**src/rtl/scalar_wb_arbiter.sv**
```systemverilog
// scalar_wb_arbiter
// Write-back arbiter for a scalar register file with one write port.
// ALU results always win and are written one cycle after they arrive.
// Load results are buffered in an in-order FIFO that drains only in
// cycles with no ALU result. busyMask flags registers with buffered loads.
//
// Optional feature: define WB_BYPASS_EN to let a load skip the FIFO when
// the FIFO is empty and no ALU result is present. That load is written
// one cycle after acceptance instead of two.
module scalar_wb_arbiter #(
  parameter int registerSize     = 32,
  parameter int registerQuantity = 4,
  parameter int selectionBits    = 2,
  parameter int fifoDepth        = 4
) (
  input  logic                           clk,
  input  logic                           reset,
  input  logic                           aluValid,
  input  logic [selectionBits-1:0]       aluRd,
  input  logic [registerSize-1:0]        aluData,
  input  logic                           memValid,
  output logic                           memReady,
  input  logic [selectionBits-1:0]       memRd,
  input  logic [registerSize-1:0]        memData,
  output logic                           regWrEn,
  output logic [selectionBits-1:0]       regToWrite,
  output logic [registerSize-1:0]        dataIn,
  output logic [registerQuantity-1:0]    busyMask,
  output logic [$clog2(fifoDepth):0]     fifoCount
);

  localparam int PTR_W = (fifoDepth > 1) ? $clog2(fifoDepth) : 1;
  localparam int CNT_W = PTR_W + 1;
  localparam logic [CNT_W-1:0] DEPTH_C = CNT_W'(fifoDepth);

  // Load buffer storage. The head must be visible in the cycle it is
  // selected, so the read is asynchronous (small distributed memory).
  logic [selectionBits-1:0] fifo_rd   [fifoDepth];
  logic [registerSize-1:0]  fifo_data [fifoDepth];

  logic [PTR_W-1:0] wr_ptr_reg, wr_ptr_next;
  logic [PTR_W-1:0] rd_ptr_reg, rd_ptr_next;
  logic [CNT_W-1:0] count_reg, count_next;

  logic                     wr_en_reg, wr_en_next;
  logic [selectionBits-1:0] wr_idx_reg, wr_idx_next;
  logic [registerSize-1:0]  wr_data_reg, wr_data_next;

  logic                     fifo_empty;
  logic                     accept;
  logic                     bypass;
  logic                     enq;
  logic                     deq;
  logic [selectionBits-1:0] head_rd;
  logic [registerSize-1:0]  head_data;

  assign fifo_empty = (count_reg == '0);

  // Ready depends only on occupancy (never on a same-cycle dequeue) and is
  // forced low while reset is asserted.
  assign memReady = reset & (count_reg < DEPTH_C);
  assign accept   = memValid & memReady;

  // The FIFO head is only written in cycles the ALU leaves the port free.
  assign deq = ~aluValid & ~fifo_empty;

`ifdef WB_BYPASS_EN
  assign bypass = accept & fifo_empty & ~aluValid;
`else
  assign bypass = 1'b0;
`endif

  assign enq = accept & ~bypass;

  assign head_rd   = fifo_rd[rd_ptr_reg];
  assign head_data = fifo_data[rd_ptr_reg];

  // Next-state for pointers and occupancy; pointers wrap naturally.
  always_comb begin
    wr_ptr_next = wr_ptr_reg;
    rd_ptr_next = rd_ptr_reg;
    count_next  = count_reg;
    if (enq) begin
      wr_ptr_next = wr_ptr_reg + PTR_W'(1);
    end
    if (deq) begin
      rd_ptr_next = rd_ptr_reg + PTR_W'(1);
    end
    case ({enq, deq})
      2'b10:   count_next = count_reg + CNT_W'(1);
      2'b01:   count_next = count_reg - CNT_W'(1);
      default: count_next = count_reg;
    endcase
  end

  // Pointer and occupancy registers.
  always_ff @(posedge clk or negedge reset) begin
    if (!reset) begin
      wr_ptr_reg <= '0;
      rd_ptr_reg <= '0;
      count_reg  <= '0;
    end else begin
      wr_ptr_reg <= wr_ptr_next;
      rd_ptr_reg <= rd_ptr_next;
      count_reg  <= count_next;
    end
  end

  // FIFO storage write; contents are qualified by occupancy so no reset.
  always_ff @(posedge clk) begin
    if (enq) begin
      fifo_rd[wr_ptr_reg]   <= memRd;
      fifo_data[wr_ptr_reg] <= memData;
    end
  end

  // Write-port selection: ALU first, then FIFO head, then bypassed load.
  // Index and data hold their previous values when no write is issued.
  always_comb begin
    wr_en_next   = 1'b0;
    wr_idx_next  = wr_idx_reg;
    wr_data_next = wr_data_reg;
    if (aluValid) begin
      wr_en_next   = 1'b1;
      wr_idx_next  = aluRd;
      wr_data_next = aluData;
    end else if (deq) begin
      wr_en_next   = 1'b1;
      wr_idx_next  = head_rd;
      wr_data_next = head_data;
    end else if (bypass) begin
      wr_en_next   = 1'b1;
      wr_idx_next  = memRd;
      wr_data_next = memData;
    end
  end

  // Registered write port toward the register file.
  always_ff @(posedge clk or negedge reset) begin
    if (!reset) begin
      wr_en_reg   <= 1'b0;
      wr_idx_reg  <= '0;
      wr_data_reg <= '0;
    end else begin
      wr_en_reg   <= wr_en_next;
      wr_idx_reg  <= wr_idx_next;
      wr_data_reg <= wr_data_next;
    end
  end

  assign regWrEn    = wr_en_reg;
  assign regToWrite = wr_idx_reg;
  assign dataIn     = wr_data_reg;
  assign fifoCount  = count_reg;

  // Per-register count of buffered loads; a busy bit stays set until the
  // last buffered load targeting that register has been popped.
  genvar gi;
  generate
    for (gi = 0; gi < registerQuantity; gi++) begin : g_busy
      logic [CNT_W-1:0] cnt_reg, cnt_next;
      logic             hit_enq;
      logic             hit_deq;

      assign hit_enq = enq & (memRd == selectionBits'(gi));
      assign hit_deq = deq & (head_rd == selectionBits'(gi));

      // Track entries added and removed for this register.
      always_comb begin
        cnt_next = cnt_reg;
        case ({hit_enq, hit_deq})
          2'b10:   cnt_next = cnt_reg + CNT_W'(1);
          2'b01:   cnt_next = cnt_reg - CNT_W'(1);
          default: cnt_next = cnt_reg;
        endcase
      end

      // Count register, cleared with the FIFO.
      always_ff @(posedge clk or negedge reset) begin
        if (!reset) begin
          cnt_reg <= '0;
        end else begin
          cnt_reg <= cnt_next;
        end
      end

      assign busyMask[gi] = (cnt_reg != '0);
    end
  endgenerate

endmodule
```
**config.mk**
```make
export PLATFORM = sky130hd
export DESIGN_NAME = scalar_wb_arbiter
export DESIGN_NICKNAME = d
export VERILOG_FILES = /design/src/rtl/scalar_wb_arbiter.sv
export SDC_FILE = /design/constraint.sdc
export NUM_CORES = 1
export LEC_CHECK = 0
export ABC_AREA = 0
export CORE_MARGIN = 4
export CORE_UTILIZATION = 28
export CTS_BUF_LIST = sky130_fd_sc_hd__clkbuf_8
export DETAILED_ROUTE_END_ITERATION = 8
export GPL_TIMING_DRIVEN = 0
export HOLD_SLACK_MARGIN = 0.06
export PLACE_DENSITY = 0.5
export SYNTH_ARGS = -nofsm -noshare
export SYNTH_HDL_FRONTEND = slang
export SYNTH_SLANG_ARGS = --single-unit
export TNS_END_PERCENT = 1
```
**constraint.sdc**
```tcl
create_clock -name clk -period 3.25 [get_ports clk]
set_input_delay 0.65 -clock clk [delete_from_list [all_inputs] [get_ports clk]]
set_output_delay 0.65 -clock clk [all_outputs]
set_load 0.02 [all_outputs]
```
* Word level (Yosys, flattened, before mapping)
Memories as Yosys holds them, arrays and structs flattened. Index checks and enable logic that the tools add are counted.
Word-level totals: register bits after elaboration 54, RAM bits 136, output and inout bits 43, memories kept 2
Memories:
- fifo_data | words 4, width 32, read ports 1, clocked after memory_dff 0, wr ports 1, line 39 | logic [registerSize-1:0] fifo_data [fifoDepth];
- fifo_rd | words 4, width 2, read ports 1, clocked after memory_dff 0, wr ports 1, line 38 | logic [selectionBits-1:0] fifo_rd [fifoDepth];
Operators by class: $add $sub $neg 12, $lt $le $gt $ge 1, equality and inequality tests 16, multiplexer cells 13, bitwise gates (word level) 13, reduce and logical (&&, ||, !) cells 13
Operators by type and width (number):
- $mux 32 | 2
- $pmux 3 s2 | 5
- $eq 2x2->1 const B | 9
- $add 3x1->3 const B | 5
- $sub 3x1->3 const B | 5
- $eq 2x1->1 const B | 7
- $reduce_bool 2->1 | 6
- $reduce_bool 3->1 | 4
- $and 1x1->1 | 11
- $add 2x1->2 const B | 2
- $logic_not 2->1 | 2
- $mux 1 | 4
- $mux 2 | 2
- $logic_not 3->1 | 1
- $lt 3x3->1 const B | 1
- $not 1->1 | 2

* Depth between registers and ports, before layout
Gate-level depths: netlist (run 1).
depth in word-level cells 6, mapped depth 10, mapped depth without buffers 9

* Worst setup path after synthesis (run 1)
No wires, ideal clock.
kind input port to flip-flop, from input port reset, to register g_busy[0].cnt_reg[2], setup time 125 ps, arrival time 2518 ps, data required time 3125 ps, slack 607 ps, stages 10, cells stage by stage nor2b_2 and2_0 buf_2 inv_1 or3_1 ha_1 fa_1 xnor2_1 nor2_1 xor2_1
On the way: longest elaborated chain between the ends 5, elaborated cells between the ends (all ways) 7, classes of those cells eq/ne: 2; mux: 1; bitwise: 3; reduce/logical: 1
RTL lines:
- start: declaration | line 17 | input logic reset,
- $and 1x1->1 (*) | line 61 | assign memReady = reset & (count_reg < DEPTH_C);
- $and 1x1->1 (*) | line 62 | assign accept = memValid & memReady;
- $and 1x1->1 (*) | line 165 | assign hit_enq = enq & (memRd == selectionBits'(gi));
- $eq 2x1->1 / $eq 2x2->1 (equally long branches) | line 171 | case ({hit_enq, hit_deq})
- $pmux 3 s2 / $reduce_bool 2->1 (equally long branches)
- end signal: assignment | line 183 | cnt_reg <= cnt_next;
- end: declaration | line 161 | logic [CNT_W-1:0] cnt_reg, cnt_next;
Mark *: on every way between the ends. The rest lies on a longest branch, timed or not. A chain may end at the register's enable or synchronous reset.

* Final worst setup path (run 1)
Same ends and word-level chain as after synthesis.

==> impl_metrics.toml, run 1 <==
[yosys]
synthMuxAreaShare_pct = 11.1
synth-warning-count = 0
yosysUniqueCellTypes = 30
ys_seq_elements = 190
synth_simple_gate_area_share_pct = 2.93
avgSynthCellArea_um2 = 19.6
ys_seq_area_share_pct = 72.3
synth_top_area_cell = "edfxtp_1"
synth_area_leaders = "edfxtp_1 (54%), dfrtp_1 (18%), mux4_2 (10%)"
postSynthCellCount = 384
netlist_area_um2 = 7510
synth_top_area_share_pct = 54.3
synth_top_family_by_area = "multiplexers"
synthAdderAreaFrac_pct = 2.83
synth_compound_area_share_pct = 6.89
synth_nets = 470
synth-xor-area-share_pct = 2.10

[routing]
vias = 3956
first_pass_iters = 4
wirelength_um = 17500
via_per_inst = 4.56
route.detailed.drc = 0
wl_per_cell_um = 20.1
ant_nets = 0
drtIter0Drc = 208

[sta]
finalMaxSlewViolations = 0
fmax_mhz = 340
rsz0062_at_grt = "no"
setup_viol = 0
final.period_utilization_pct = 90.6
setup_slack_ns = 0.307
relSlewSlack_pct = 33.8
hold_violations = 0
tightest_slew_ns = 0.986
skew_ns = 0.0181
finalCriticalPeriod_ns = 2.94

[die]
start_util_pct = 28.7
chipHeight_um = 172
rows = 59
core_area_um2 = 26200
dieArea_um2 = 29500
die_width_um = 172
boundaryPins = 115

[run]
drv_cap = 0

[final_layout]
largest_reg_flops = 128
drive_gt1_share_pct = 18.9
multi_input_area_um2 = 1950
fin_nets = 607
final_util_pct = 36.5
register_area_um2 = 5440
syn_to_final_growth_pct = 27.3
fin_cells = 868
antennaDiodeCount = 0
fillCellCount = 2420

[worst_setup_path]
crit_buf_inv = 4
end_kind = "register"
max_stage_delay_ns = 0.38
cp_top_family = "buffers and inverters"
cp_slowest_cell = "fa_1"
crit_type = "input port to register"
start_kind = "input port"
crit_chain = "clkbuf_4 -> buf_12 -> nor2b_2 -> and2_0 -> buf_2 -> inv_1 -> or3_1 -> ha_1 -> fa_1 -> xnor2_1 -> nor2_1 -> xor2_1"
worst_ep_arrival_time_ns = 3.29
crit_fanout = 31
worstPathRequired_ns = 3.60

[run_status]
status = "completed"

[global_route]
grt_usage_pct = 12.2
grt_max_degree = 32
grt_first_pass_wirelength_um = 26600
gr-total-overflow = 0
antenna_found_initial = 1
grt_pass1_vias = 4445

[cts]
numCtsBuffers = 17
ctsHtreeMaxLevel = 4
clk_pin_slew_ns = 0.10
clk_latency_ns = 0.46
cts_tree = "yes"
ctsHoldBuffers = 0
clock-root-buffer = "clkbuf_8"
clock-sinks = 190
cts.path.max_buffers = 2

[min_path]
min_path_type = "input port to async pin"

[placement]
routabilityCongestion = 0.669
detailed_place_hpwl_um = 11600
portBuffers = 113
place_ws_ns = -0.384
placed_cells = 837

[pwr]
ir_drop_uv = 291
leakage_nw = 3.47
powerDensity_nw_per_um2 = 773
[what timing repair did]
action,CTS,global route
buffers inserted,0,0
endpoints found under the setup margin,0,2
resized for setup,0,1
[worst reg2reg max path: stages, from the launching register on]
cell and delay, ns:
dfrtp_1 0.48, nor2b_2 0.25, and2_0 0.15, buf_2 0.18
inv_1 0.10, or3_1 0.32, ha_1 0.23, fa_1 0.38
xnor2_1 0.16, nor2_1 0.07, xor2_1 0.13
[cells by family (layout without fill, tap and decap cells)]
family,Yosys count,count (layout)
multiplexers,40,40
AO/OA/AOI/OAI,61,61
buffers and inverters,27,176
adder cells (fa/ha/maj),14,14
XOR/XNOR,18,18
flip-flops,190,190
AND/OR/NAND/NOR,34,34
[routing by layer]
| layer | track usage [%] | wire length [µm] | vias up |
|---|---|---|---|
| met5 | 0 | 11 | - |
| met4 | 3.66 | 206 | 2 |
| met3 | 2.51 | 825 | 14 |
| met2 | 21.4 | 9040 | 96 |
| met1 | 15.3 | 7380 | 2055 |
| li1 | - | - | 1789 |
[cell type report]
class / instances / area share [%]
clock inverter: 14 / 1.73
buffer: 19 / 1.14
timing repair buffer: 118 / 12.8
multi-input combinational: 167 / 20.3
tap: 335 / 4.38
inverter: 8 / 0.314
clock buffer: 17 / 2.45
sequential: 190 / 56.8
[power breakdown]
part           switching, W  leakage [nW]  internal [W]
logic               0.00123          1.39       0.00129
clock network      0.000849         0.214      0.000762
registers          0.000241          1.86       0.00302
[worst paths after layout]
check / start / to / slack (ns) / cells after the start
max: reset / g_busy[0].cnt_reg[2] / 0.31 / 12
min: reset / g_busy[2].cnt_reg[2] / 0.14 / 1
max reg2reg: fifoCount[2] / g_busy[0].cnt_reg[2] / 0.71 / 10
min reg2reg: g_busy[0].cnt_reg[2] / g_busy[0].cnt_reg[2] / 0.47 / 1
max in group asynchronous: reset / rd_ptr_reg[1] / 2.59 / 2
min in group clk: g_busy[0].cnt_reg[2] / g_busy[0].cnt_reg[2] / 0.47 / 1
[cell usage after synthesis]
cell type and n:
nor3_1 2, o221a_2 7, xnor2_1 11, edfxtp_1 136
ha_1 9, nor4_4 1, a22o_1 27, inv_2 1
or3_1 5, buf_6 1, mux4_2 34, and2_0 1
xor2_1 7, and3_1 5, nand2b_1 7, fa_1 5
nand3b_1 2, buf_4 6, a21o_1 27, mux2_2 5
mux2i_1 1, nor2_1 5, dfrtp_1 54, buf_2 6
inv_1 7, nor2b_2 1, nor3b_1 3, clkbuf_1 6
or2_1 1, nand3_1 1
[layout by cell type, fill, tap and decap left out, types with 2 or more instances in the layout]
master	Yosys	final
edfxtp_1	136	136
clkdlybuf4s50_1	0	112
dfrtp_1	54	54
mux4_2	34	34
a22o_1	27	27
a21o_1	27	27
clkbuf_8	0	17
xnor2_1	11	11
inv_1	7	9
ha_1	9	9
nand2b_1	7	7
o221a_2	7	7
xor2_1	7	7
clkbuf_1	6	6
buf_2	6	6
buf_4	6	6
or3_1	5	5
mux2_2	5	5
nor2_1	5	5
fa_1	5	5
inv_6	0	5
buf_12	0	5
and3_2	0	4
nor3b_1	3	3
bufinv_16	0	3
clkinv_2	0	3
nor3_1	2	2
nand3b_1	2	2
[through the flow]
step	cell area, µm²	total power, W	hold slack (ns)	TNS, ns
floorplan	7510	0.00487	0.354	0
global placement	9060	0.00581	0.448	-404.94
detailed placement	9170	0.00592	0.457	-1.24
CTS	9560	0.00755	0.203	0
global route	9570	0.00785	0.134	0
finish	9570	0.00740	0.139	0
Note: power is estimated with default switching activity, not from simulation.
==> run 2: changes to the inputs <==
PLACE_DENSITY = 0.52   (was 0.5)
SETUP_SLACK_MARGIN = 0.02   (was not set)
clock period = 2.63 ns   (was 3.25 ns; I/O delays follow)
==> run 2 against run 1 <==
- worst hold slack lost 0.053 ns
- wire length grew 0.42%
- critical path type is now register to register
- die area is the same
- critical endpoint is now g_busy[3].cnt_reg[2]
- clock power grew 44%
- first-iteration DRC count shrank 11%
==> impl_metrics.toml, run 2 (synthesis gave the netlist of run 1 again) <==
[cts]
ctsHtreeMaxLevel = 4
numCtsBuffers = 17
cts_tree = "yes"
clock-root-buffer = "clkbuf_8"
cts.path.max_buffers = 2
clock-sinks = 190
clk_latency_ns = 0.46
clk_pin_slew_ns = 0.10

[die]
rows = 59
chipHeight_um = 172
dieArea_um2 = 29500
core_area_um2 = 26200
die_width_um = 172
start_util_pct = 28.7
boundaryPins = 115

[sta]
finalMaxSlewViolations = 0
fmax_mhz = 403
skew_ns = 0.0189
tightest_slew_ns = 1.01
setup_viol = 0
finalCriticalPeriod_ns = 2.48
final.period_utilization_pct = 94.4
relSlewSlack_pct = 32.1
rsz0062_at_grt = "yes"
hold_violations = 0

[pwr]
ir_drop_uv = 335
powerDensity_nw_per_um2 = 973
leakage_nw = 3.57

[worst_setup_path]
cp_top_family = "multiplexers"
worst_ep_arrival_time_ns = 2.87
start_kind = "register"
crit_fanout = 9
crit_chain = "buf_4 -> mux4_2 -> and3_1 -> ha_1 -> fa_1 -> xnor2_1 -> nor2_1 -> xor2_1"
reg2reg_to = "g_busy[3].cnt_reg[2]"
worstPathRequired_ns = 3.02
crit_buf_inv = 1
end_kind = "register"
crit_type = "register to register"
r2r_slack_ns = 0.15
r2r_start = "rd_ptr_reg[0]"
max_stage_delay_ns = 0.61
cp_slowest_cell = "mux4_2"
r2r_cells = 8

[placement]
detailed_place_hpwl_um = 11700
placed_cells = 837
portBuffers = 113
routabilityCongestion = 0.649

[min_path]
min_path_type = "input port to async pin"

[final_layout]
final_util_pct = 37.4
final_cell_mix = "edfxtp_1 (136), clkdlybuf4s50_1 (112), dfrtp_1 (53), mux4_2 (34)"
largest_reg_flops = 128
drive_gt1_share_pct = 20.2
syn_to_final_growth_pct = 30.4
fin_nets = 612
fin_cells = 874
antennaDiodeCount = 0
mostFrequentLayoutCell = "edfxtp_1"

[global_route]
grt_usage_pct = 12.3
grt_first_pass_wirelength_um = 26600
antenna_found_initial = 1
grt_pass1_vias = 4476
grt_max_degree = 21
gr-total-overflow = 0

[run]
drv_cap = 0

[run_status]
status = "completed"

[routing]
first_pass_iters = 4
vias = 4006
via_per_inst = 4.58
wl_per_cell_um = 20.1
route.detailed.drc = 0
ant_nets = 0
wirelength_um = 17500
drtIter0Drc = 186
## run 2: worst min-delay path: stages
cell,delay (ns)
buf_6,0.11
buf_12,0.10
buf_12,0.15
## run 2: power breakdown
group / switching, W / internal (W) / total [W] / leakage [nW]
Sequential: 0.000298 / 0.00373 / 0.00403 / 1.86
Clock: 0.00106 / 0.00126 / 0.00232 / 0.251
Combinational: 0.00154 / 0.00165 / 0.00319 / 1.46
## run 2: routing by layer
layer,GRT usage [%],routed length [µm],up-vias
met4,3.18,178,2
met3,3.26,941,16
li1,-,-,1805
met2,21.4,9090,99
met1,15.2,7310,2084
met5,0,12,-
## run 2: stage by stage
stage	hold WS (ns)	total power (W)	cell area, µm²	worst slack (ns)	setup TNS, ns
floorplan	0.230	0.00602	7510	0.103	0
global placement	0.449	0.00716	9060	-3.01	-498.69
detailed placement	0.449	0.00733	9200	-0.873	-26.09
CTS	0.0662	0.00970	9790	0.0991	0
global route	0.0626	0.0101	9800	0.0134	0
finish	0.0858	0.00954	9800	0.148	0
## run 2: timing repair
| item | CTS | global route |
|---|---|---|
| cloned | 1 | 0 |
| buffers inserted | 0 | 1 |
| pin swaps | 0 | 0 |
| resized for setup | 5 | 2 |
| endpoints found under the hold margin | 20 | 0 |
| endpoints found under the setup margin | 9 | 5 |
| hold buffers | 3 | 0 |
## run 2: area by class of cell
type / instances / area [µm²]
plain buffers: 19 / 109
clock buffers: 18 / 248
clock inverters: 14 / 236
fillers: 2405 / 16400
inverters: 8 / 30.0
multi-input cells: 167 / 1960
flip-flops and latches: 190 / 5440
well taps: 335 / 419
repair buffers: 123 / 1360
## run 2: worst max path at each step
stage / from / end / slack (ns) / cells after the start
4_1_cts: fifoCount[2] / g_busy[3].cnt_reg[2] / 0.1 / 10
5_1_grt: rd_ptr_reg[0] / g_busy[2].cnt_reg[1] / 0.01 / 6
2_1_floorplan: fifoCount[2] / g_busy[0].cnt_reg[2] / 0.10 / 10
3_5_place_dp: reset / g_busy[0].cnt_reg[2] / -0.87 / 12
3_3_place_gp: reset / fifo_data[0][21] / -3.01 / 3
6_report: rd_ptr_reg[0] / g_busy[3].cnt_reg[2] / 0.15 / 8
==> run 3: changes to the inputs <==
CORE_UTILIZATION = 25   (was 28)
CTS_CLUSTER_DIAMETER = 150   (was not set)
PLACE_DENSITY = 0.48   (was 0.52)
==> run 3 against run 2 <==
- register-to-register slack hardly changed
- worst setup slack worse by 0.0017 ns
- cell area hardly changed
- global-route usage is 0.87 points lower
- critical endpoint unchanged
- clock-buffer cell count stayed put
- critical path depth stayed put
- flip-flop and latch count stayed put
- fmax hardly changed
==> impl_metrics.toml, run 3 (synthesis gave the netlist of run 1 again) <==
[run_status]
status = "completed"

[cts]
clk_pin_slew_ns = 0.11
clock-root-buffer = "clkbuf_8"
clk_latency_ns = 0.46
numCtsBuffers = 17
ctsHtreeMaxLevel = 4
cts_tree = "yes"
clock-sinks = 190
cts.path.max_buffers = 2

[sta]
finalCriticalPeriod_ns = 2.48
final.period_utilization_pct = 94.4
hold_violations = 0
tns_ns = 0
finalMaxSlewViolations = 0
hold_slack_ns = 0.120
fmax_mhz = 403
skew_ns = 0.0205
rsz0062_at_grt = "yes"
setup_viol = 0
relSlewSlack_pct = 30.2
tightest_slew_ns = 1.04

[worst_setup_path]
crit_chain = "buf_4 -> mux4_2 -> and3_1 -> ha_1 -> fa_1 -> xnor2_1 -> nor2_1 -> xor2_1"
start_kind = "register"
cp_top_family = "multiplexers"
cp_num_cells = 8
worst_ep_arrival_time_ns = 2.82
end_kind = "register"
crit_type = "register to register"
cp_slowest_cell = "mux4_2"
crit_buf_inv = 1
crit_fanout = 9
worstPathRequired_ns = 2.97
r2r_cells = 8
max_stage_delay_ns = 0.61

[placement]
detailed_place_hpwl_um = 12200
routabilityCongestion = 0.646
place_area_um2 = 9260
portBuffers = 113

[final_layout]
final_cell_mix = "edfxtp_1 (136), clkdlybuf4s50_1 (112), dfrtp_1 (52), mux4_2 (34)"
largest_reg_flops = 128
syn_to_final_growth_pct = 30.4
mostFrequentLayoutCell = "edfxtp_1"
fin_nets = 615
drive_gt1_share_pct = 20.1
fillCellCount = 2875
design_area_um2 = 9800
final_util_pct = 33.1
antennaDiodeCount = 0

[routing]
vias = 3998
first_pass_iters = 4
drtIter0Drc = 186
wirelength_um = 18400
ant_nets = 0
wl_per_cell_um = 19.8
via_per_inst = 4.29
route.detailed.drc = 0

[die]
chipHeight_um = 181
die_width_um = 181
start_util_pct = 25.4
dieArea_um2 = 32900
rows = 63
boundaryPins = 115
core_area_um2 = 29600

[pwr]
power_w = 0.00920
p_switching_w = 0.00293
swShare_pct = 31.8
p_clk_share_pct = 21.2
power.internal_w = 0.00627
pwr-share-comb_pct = 35.0
ir_drop_uv = 309
seqPwrFrac_pct = 43.8
leakage_nw = 3.53
powerDensity_nw_per_um2 = 939

[global_route]
gr-total-overflow = 0
grt_max_degree = 20
grt_usage_pct = 11.4
grt_pass1_vias = 4516
antenna_found_initial = 0
grt_first_pass_wirelength_um = 28100

[min_path]
min_path_type = "input port to async pin"

[run]
drv_cap = 0
-- run 3: path summary, 6_finish.rpt --
path / to / startpoint / slack [ns]
max in group asynchronous: fifoCount[2] / reset / 0.99
min: regToWrite[1] / reset / 0.12
max reg2reg: g_busy[3].cnt_reg[2] / rd_ptr_reg[0] / 0.15
max: g_busy[3].cnt_reg[2] / rd_ptr_reg[0] / 0.15
min reg2reg: g_busy[2].cnt_reg[2] / g_busy[2].cnt_reg[2] / 0.46
min in group clk: g_busy[2].cnt_reg[2] / g_busy[2].cnt_reg[2] / 0.46
-- run 3: layout make-up --
class	instances	area [µm²]	area share, %
sequential	190	5440	55.5
multi-input combinational	167	1950	19.9
timing repair buffer	126	1390	14.1
tap	390	488	4.98
clock buffer	18	248	2.53
clock inverter	14	144	1.47
buffer	19	114	1.16
inverter	8	30.0	0.307
-- run 3: metrics by stage --
step	cells	setup WS [ns]
floorplan	384	0.103
global placement	887	-3.09
detailed placement	892	-0.916
CTS	928	0.0328
global route	932	0.00829
finish	932	0.146
-- run 3: worst reg2reg max path: stages, from the launching register on --
cell and delay, ns:
dfrtp_1 0.34, buf_4 0.22, mux4_2 0.62, and3_1 0.22, ha_1 0.23, fa_1 0.38, xnor2_1 0.16, nor2_1 0.06
xor2_1 0.13
-- run 3: repair_timing --
item	CTS	global route
cloned	1	0
setup endpoints to repair	10	7
gates resized for setup	4	4
hold buffers	3	1
buffers inserted	0	3
pin swaps	0	0
endpoints found under the hold margin	19	1
-- run 3: power by group through the flow --
stage	Combinational [W]	Clock, W	Sequential [W]
floorplan	0.00170	0	0.00432
global placement	0.00312	0	0.00408
detailed placement	0.00324	0	0.00411
CTS	0.00328	0.00203	0.00404
global route	0.00350	0.00216	0.00409
finish	0.00322	0.00195	0.00403
-- run 3: layer usage --
| metal | global-route usage [%] | part of all wire (%) |
|---|---|---|
| met5 | 0 | 0 |
| met4 | 2.61 | 0.96 |
| met3 | 3.13 | 4.8 |
| met2 | 19.6 | 50 |
| met1 | 14.5 | 44 |
